## src/rtl/transpose_pkg.sv

```systemverilog
// transpose_pkg: counter-width helper, element type and bank count shared by the transposer.
// Defining TRANSPOSE_PINGPONG_EN selects two banks; otherwise a single bank is built.
package transpose_pkg;
   localparam int N_BITS_DEFAULT = 32;
   typedef logic signed [N_BITS_DEFAULT-1:0] elem_t;
`ifdef TRANSPOSE_PINGPONG_EN
   localparam int NUM_BANKS = 2;
`else
   localparam int NUM_BANKS = 1;
`endif
   function automatic int cnt_w(input int n);
      return (n > 1) ? $clog2(n) : 1;
   endfunction
endpackage

```

## src/rtl/transpose_bank.sv

```systemverilog
// transpose_bank: one SIZE_A x SIZE_B element store with a clocked write port and a combinational read port.
module transpose_bank
   import transpose_pkg::*;
#(
   parameter int SIZE_A = 8,
   parameter int SIZE_B = 8,
   parameter int N_BITS = 32
) (
   input  logic                        clk,
   input  logic                        we,
   input  logic [cnt_w(SIZE_A)-1:0]    wr_row,
   input  logic [cnt_w(SIZE_B)-1:0]    wr_col,
   input  logic signed [N_BITS-1:0]    wr_data,
   input  logic [cnt_w(SIZE_A)-1:0]    rd_row,
   input  logic [cnt_w(SIZE_B)-1:0]    rd_col,
   output logic signed [N_BITS-1:0]    rd_data
);
   logic signed [N_BITS-1:0] mem [SIZE_A][SIZE_B];

   always_ff @(posedge clk)
      if (we) mem[wr_row][wr_col] <= wr_data;

   assign rd_data = mem[rd_row][rd_col];
endmodule

```

## src/rtl/transpose_stream.sv

```systemverilog
// transpose_stream: element-serial SIZE_A x SIZE_B matrix transposer over valid/ready streams.
// Define TRANSPOSE_PINGPONG_EN for two banks so one matrix loads while the previous one drains.
module transpose_stream
   import transpose_pkg::*;
#(
   parameter int SIZE_A = 8,
   parameter int SIZE_B = 8,
   parameter int N_BITS = 32
) (
   input  logic                     clk,
   input  logic                     reset,
   input  logic signed [N_BITS-1:0] in_data,
   input  logic                     in_valid,
   output logic                     in_ready,
   output logic signed [N_BITS-1:0] out_data,
   output logic                     out_valid,
   input  logic                     out_ready,
   output logic                     out_last,
   output logic                     mat_done
);
   localparam int RW = cnt_w(SIZE_A);
   localparam int CW = cnt_w(SIZE_B);
   localparam logic [RW-1:0] R_MAX = RW'(SIZE_A - 1);
   localparam logic [CW-1:0] C_MAX = CW'(SIZE_B - 1);

   logic [RW-1:0]            wr_r, rd_j;
   logic [CW-1:0]            wr_c, rd_i;
   logic [NUM_BANKS-1:0]     full;
   logic                     wr_bank, rd_bank;
   logic                     wr_acc, wr_last, rd_acc, rd_last;
   logic signed [N_BITS-1:0] rd_data [NUM_BANKS];

   assign in_ready  = !full[wr_bank];
   assign wr_acc    = in_valid && in_ready;
   assign wr_last   = wr_acc && wr_r == R_MAX && wr_c == C_MAX;
   assign out_valid = full[rd_bank];
   assign out_last  = out_valid && rd_i == C_MAX && rd_j == R_MAX;
   assign rd_acc    = out_valid && out_ready;
   assign rd_last   = rd_acc && out_last;
   assign out_data  = out_valid ? rd_data[rd_bank] : '0;

   // read walks the stored matrix column by column: rd_j (input row) is the fast index
   always_ff @(posedge clk or posedge reset)
      if (reset) begin
         wr_r     <= '0;
         wr_c     <= '0;
         rd_i     <= '0;
         rd_j     <= '0;
         full     <= '0;
         mat_done <= 1'b0;
      end else begin
         if (wr_acc) begin
            wr_c <= (wr_c == C_MAX) ? '0 : wr_c + 1'b1;
            if (wr_c == C_MAX) wr_r <= (wr_r == R_MAX) ? '0 : wr_r + 1'b1;
         end
         if (rd_acc) begin
            rd_j <= (rd_j == R_MAX) ? '0 : rd_j + 1'b1;
            if (rd_j == R_MAX) rd_i <= (rd_i == C_MAX) ? '0 : rd_i + 1'b1;
         end
         for (int b = 0; b < NUM_BANKS; b++) begin
            if (wr_last && wr_bank == 1'(b)) full[b] <= 1'b1;
            if (rd_last && rd_bank == 1'(b)) full[b] <= 1'b0;
         end
         mat_done <= rd_last;
      end

`ifdef TRANSPOSE_PINGPONG_EN
   always_ff @(posedge clk or posedge reset)
      if (reset) begin
         wr_bank <= 1'b0;
         rd_bank <= 1'b0;
      end else begin
         if (wr_last) wr_bank <= ~wr_bank;
         if (rd_last) rd_bank <= ~rd_bank;
      end
`else
   assign wr_bank = 1'b0;
   assign rd_bank = 1'b0;
`endif

   for (genvar g = 0; g < NUM_BANKS; g++) begin : g_bank
      transpose_bank #(.SIZE_A(SIZE_A), .SIZE_B(SIZE_B), .N_BITS(N_BITS)) u_bank (
         .clk     (clk),
         .we      (wr_acc && wr_bank == 1'(g)),
         .wr_row  (wr_r),
         .wr_col  (wr_c),
         .wr_data (in_data),
         .rd_row  (rd_j),
         .rd_col  (rd_i),
         .rd_data (rd_data[g])
      );
   end
endmodule
```

## config.mk

```make
export PLATFORM = sky130hd
export DESIGN_NAME = transpose_stream
export DESIGN_NICKNAME = d
export VERILOG_FILES = /design/src/rtl/transpose_pkg.sv /design/src/rtl/transpose_bank.sv /design/src/rtl/transpose_stream.sv
export SDC_FILE = /design/constraint.sdc
export NUM_CORES = 2
export LEC_CHECK = 0
export BUFFER_PORTS_ARGS = -buffer_cell sky130_fd_sc_hd__buf_4
export CORE_UTILIZATION = 45
export DETAILED_ROUTE_END_ITERATION = 7
export PLACE_DENSITY_LB_ADDON = 0.15
export SKIP_LAST_GASP = 1
export SLEW_MARGIN = 25
export SYNTH_ARGS = -nofsm -noshare
export SYNTH_HDL_FRONTEND = slang
export SYNTH_SLANG_ARGS = --single-unit
```

## constraint.sdc

```tcl
create_clock -name clk -period 4.2 [get_ports clk]
set_input_delay 0.63 -clock clk [delete_from_list [all_inputs] [get_ports clk]]
set_output_delay 0.63 -clock clk [all_outputs]
set_load 0.05 [all_outputs]
```

-- Word-level counts from Yosys, hierarchy flattened
Memory sizes are Yosys's and may differ from the RTL's.
Cells that the tools add are included.
- flip-flop bits (word level): 14
- RAM bits: 2048
- bits of input ports: 36
- output and inout bits: 36
- memories kept: 1
- add/subtract/negate cells: 4
- magnitude comparators: 3
- eq/ne operators: 4
- multiplexer cells: 14
- bitwise gates (word level): 2
- reduce and logical (&&, ||, !) cells: 12
- memories (memory ; depth ; bits a word ; rd ports ; clocked after memory_dff ; write ports ; RTL line ; text):
    g_bank[0].u_bank.mem ; 8 ; 256 ; 1 ; 0 ; 1 ; transpose_bank.sv:18 ; logic signed [N_BITS-1:0] mem [SIZE_A][SIZE_B];
- operator list (kind ; count):
    $mux 256 ; 1
    $mux 32 ; 4
    $bmux 32 s3 ; 1
    $demux 32 s3 ; 1
    $add 3x1->3 const B ; 4
    $eq 3x3->1 const B ; 4
    $mux 3 ; 4
    $ge 4x4->1 const B ; 2
    $logic_and 1x1->1 ; 8
    $not 3->4 ; 2
    $lt 4x1->1 const B ; 1
    $reduce_and 2->1 ; 2
    $mux 1 ; 3
    $reduce_bool 2->1 ; 1
    $logic_not 1->1 ; 1

-- Longest topological paths before layout
- depth in word-level cells: 6
- depth in mapped cells: 11

-- Modules after synthesis
Synthesis repeated with hierarchy kept, for this count alone.
- cell total of the unflattened synthesis: 3636
- area, all modules: 79691.4 um2
- modules (own cells, without submodules) (module ; instances ; cells an instance ; area an instance (um2) ; seq. area each (um2)):
    transpose_bank ; 1 ; 3551 ; 78776.8 ; 61499.0
    transpose_stream ; 1 ; 85 ; 914.6 ; 350.3

-- Least setup slack after synthesis
Ideal clock, no wire load.
- path kind: register to output
- start point: register full, in the netlist out_valid
- end point: output port out_data[18]
- arrival time: 2858 ps
- slack: 712 ps
- cell stages (with the launch flop): 6
- path buffers: 2
- cells stage by stage: dfrtp_1 clkbuf_1 inv_1 clkbuf_1 a221o_1 nor3_1
- word-level cells in the longest chain between the ends: 1
- ends and longest elaborated chain (element ; RTL line ; text):
    start, declared ; transpose_stream.sv:28 ; logic [NUM_BANKS-1:0] full;
    start signal, assigned ; transpose_stream.sv:49 ; full <= '0;
    start signal, assigned by index ; transpose_stream.sv:61 ; if (wr_last && wr_bank == 1'(b)) full[b] <= 1'b1;
    start signal, assigned by index ; transpose_stream.sv:62 ; if (rd_last && rd_bank == 1'(b)) full[b] <= 1'b0;
    $mux 32 ; transpose_stream.sv:40 ; assign out_data = out_valid ? rd_data[rd_bank] : '0;
    end, declared ; transpose_stream.sv:15 ; output logic signed [N_BITS-1:0] out_data,
Every way passes these cells.

-- Worst setup path after layout
- start point: register rd_j[0]
- end point: output port out_data[1]
- word-level cells in the longest chain between the ends: 5
- ends and longest elaborated chain (element ; RTL line ; text):
    start, declared ; transpose_stream.sv:26 ; logic [RW-1:0] wr_r, rd_j;
    start signal, assigned ; transpose_stream.sv:57 ; rd_j <= (rd_j == R_MAX) ? '0 : rd_j + 1'b1;
    $mem_v2 8x256 ; -- ;
    $bmux 32 s3 ; transpose_bank.sv:23 ; assign rd_data = mem[rd_row][rd_col];
    $mux 32 (implied by the code) (2 in a row) ; transpose_bank.sv:23 ;
    $mux 32 ; transpose_stream.sv:40 ;
Every way passes these cells. The select of a mux whose other input is x is not followed.

==> impl_metrics.tcl <==
set metrics [dict create \
    status "finished with violations" \
    violations "setup timing" \
    worst_path_max_delay_cell "dfrtp_4" \
    synth_warnings 0 \
    path_depth 11 \
    vias 38600 \
    grt-ovfl-total 0 \
    finalInstanceArea_mm2 0.09388 \
    synth-edff-count 2048 \
    routed_wl_mm 221.7 \
    synthCells 3326 \
    clkTransAtPathRegs_ns 0.06 \
    dp_hpwl_mm 122.8 \
    port_buffers 71 \
    skew_ns 0.02553 \
    criticalPathCategory "reg -> out" \
    placed_cell_area_mm2 0.08463 \
    cp.buffers_inverters 7 \
    p_leak_nw 29.63 \
    ys_seq_area_frac 0.7810 \
    place.gp.congestion 0.7913 \
    die_w_um 421.5 \
    vdd_ir_drop_max_v 0.0003995 \
    pwr_density_cell_mw_per_mm2 635.8 \
    path_max_fanout 7 \
    fin_crit_ns 4.217 \
    syn_nets 3370 \
    wl_per_cell_um 35.31 \
    die_y_um 421.5 \
    slew_headroom 0.2683 \
    worst_ep_arrival_time_ns 3.59 \
    reg2reg_depth 6 \
    critPathMaxStageDelay_ns 0.52 \
    crit_chain "buf_8 > buf_16 > buf_6 > buf_16 > buf_4 > mux4_2 > mux4_2 > a22oi_2 > buf_4 > o21ai_4 > buf_6" \
    htree_levels 4 \
    core-area_mm2 0.1744 \
    insertion_delay_ns 0.85 \
    fmax_ghz 0.2371 \
    grt_use_met1 0.3500 \
    grtUsageTotal 0.2489 \
    drt_iter0_drc 5077 \
    tritoncts "yes" \
    synth-seq-cells 2062 \
    fin_nets 3829 \
    ios 72 \
    gr-usage-met2 0.4034 \
    first_pass_iters 5 \
    grt_pass1_wl_mm 307.3 \
    synth_ff_type "edfxtp_1" \
    grtUsageMet3 0.04641 \
    final-setup-viol-count 1 \
    synth_common_cells "2048 x edfxtp_1, 565 x mux4_2, 124 x mux2i_1, 100 x nor2_1, 63 x buf_2" \
    final-hold-violation-count 0 \
    grt_max_degree 65 \
    timing.final.ws_setup_ns -0.01701 \
    drv_cap 0 \
    yosys.area.top_type "edfxtp_1" \
    grt.busiest_layer "met2" \
    syn_area_per_cell_um2 23.81 \
    drc_errors 0 \
    dp_slack_ns 0.4171 \
    rows 153 \
    first_global_vias 39010 \
    rsz0062_at_grt "yes" \
    synth_area_mm2 0.07919 \
    viasPerCell 6.147 \
    ys_types 51 \
    worstPathRequired_ns 3.57 \
    syn_to_final_growth_pct 18.55 \
    clock_path_buffers 3 \
    maxSlewViolCount 0 \
    clock-sinks 2062 \
    antenna_found_initial 8 \
    fp.dieArea_mm2 0.1777 \
    fin_util 0.5383 \
    start_kind "flip-flop" \
    tightest_slew_ns 1.094 \
    initial_utilization 0.4541 \
    synth_most_common_cell "edfxtp_1" \
    cts_root_buf "clkbuf_16" \
    numCtsBuffers 205 \
    yosys-top-cells-area "edfxtp_1 78%, mux4_2 16%, mux2i_1 1.6%" \
    ant_nets 0 \
    min_period_over_period 1.004 \
    synth_top_cell_area_share 0.7766 \
    drive_above_1_share 0.3718 \
    critPathTopFamily "buffers and inverters" \
    hp-class "in -> reg" \
    hold_depth 3 \
    async_reset_ff_frac 0.006790 \
    critPathCaptureType "primary output" \
]
[metal layers]
layer	part of all wire	routed length, µm	vias to the layer above
met1	0.40	89430	21370
met3	0.082	18150	288
met5	0.00015	34	-
met2	0.49	109100	1687
met4	0.023	5057	4
li1	-	-	15250
[through the flow]
stage | hold WS [ns] | instances | TNS [ns] | power, mW
finish | 0.1814 | 6279 | -0.01701 | 59.69
global route | 0.1666 | 6276 | -0.7774 | 61.46
CTS | 0.1088 | 6214 | -0.8894 | 58.78
detailed placement | 0.5893 | 5787 | 0 | 39.35
global placement | 0.5669 | 5787 | 0 | 39.23
floorplan | 0.5192 | 3326 | 0 | 33.52
[kinds of logic (layout without fill, tap and decap cells)]
logic type,Yosys count,after routing,synth area share
adder cells (fa/ha/maj),8,8,0.001264
AND/OR/NAND/NOR,215,215,0.01193
AO/OA/AOI/OAI,149,149,0.01267
buffers and inverters,179,804,0.01338
flip-flops,2062,2062,0.7810
multiplexers,713,713,0.1798
other,0,3,0
[layout make-up]
cell class,instances,area [µm²]
Clock buffer,253,5395
Clock inverter,120,1105
Multi-Input combinational cell,1085,17390
Inverter,4,20.02
Sequential cell,2062,61870
Fill cell,12930,80510
Tap cell,2325,2909
Antenna cell,3,7.507
Timing Repair Buffer,427,5192
[where the power goes]
group	internal, mW	switching, mW	leakage (nW)	total, mW
sequential	22.7	0.113	18.6	22.8
combinational	8.72	10.3	7.90	19.0
clock	10.1	7.72	3.16	17.9
total	41.5	18.2	29.6	59.7
[registers in the layout, indices dropped and copies added, names as in the netlist]
name and flops:
rd_j 3, g_bank.u_bank.mem 2048, wr_c 3, out_valid 1, rd_i 3, mat_done 1
wr_r 3
[repair_timing]
| action | 4_1_cts | 5_1_grt |
|---|---|---|
| endpoints found under the setup margin | 32 | 32 |
| buffers inserted | 34 | 52 |
| gates cloned | 19 | 13 |
| gates resized for setup | 126 | 118 |
| endpoints found under the hold margin | 14 | 0 |
| hold buffers | 1 | 0 |
| pin swaps | 4 | 23 |
[worst min-delay path, delay by kind of cell]
family	cells	cell delay [ns]
buf+inv	1	0.15
compound gates	1	0.07
simple gates	1	0.11
[cell usage in the layout, fill, tap and decap left out, types with 15 or more instances in the layout]
master,Yosys,routed
nand3_1,22,15
buf_4,43,273
buf_16,0,35
bufinv_16,0,17
edfxtp_1,2048,2048
mux4_2,565,565
nand2_1,48,45
mux2i_1,124,97
nor2_1,100,26
nor2_4,0,66
clkinv_2,0,33
mux2_2,24,23
a21oi_1,28,23
clkinv_1,1,52
clkbuf_1,41,44
buf_6,13,30
clkbuf_16,0,222
mux2i_2,0,19
a22oi_1,20,15
buf_12,1,64
[final timing paths]
kind	startpoint	end	slack, ns
max	rd_j[0]$_DFFE_PP0P_	out_data[1]	-0.02
min	in_valid	out_valid$_DFFE_PP0P_	0.18
max reg2reg	out_valid$_DFFE_PP0P_	g_bank[0].u_bank.mem[6][237]$_DFFE_PP_	0.89
min reg2reg	wr_c[1]$_DFFE_PP0N_	wr_c[1]$_DFFE_PP0N_	0.62
max in group asynchronous	reset	rd_j[0]$_DFFE_PP0P_	3.11
min in group asynchronous	reset	mat_done$_DFF_PP0_	0.49
(Power assumes the default switching activity.)
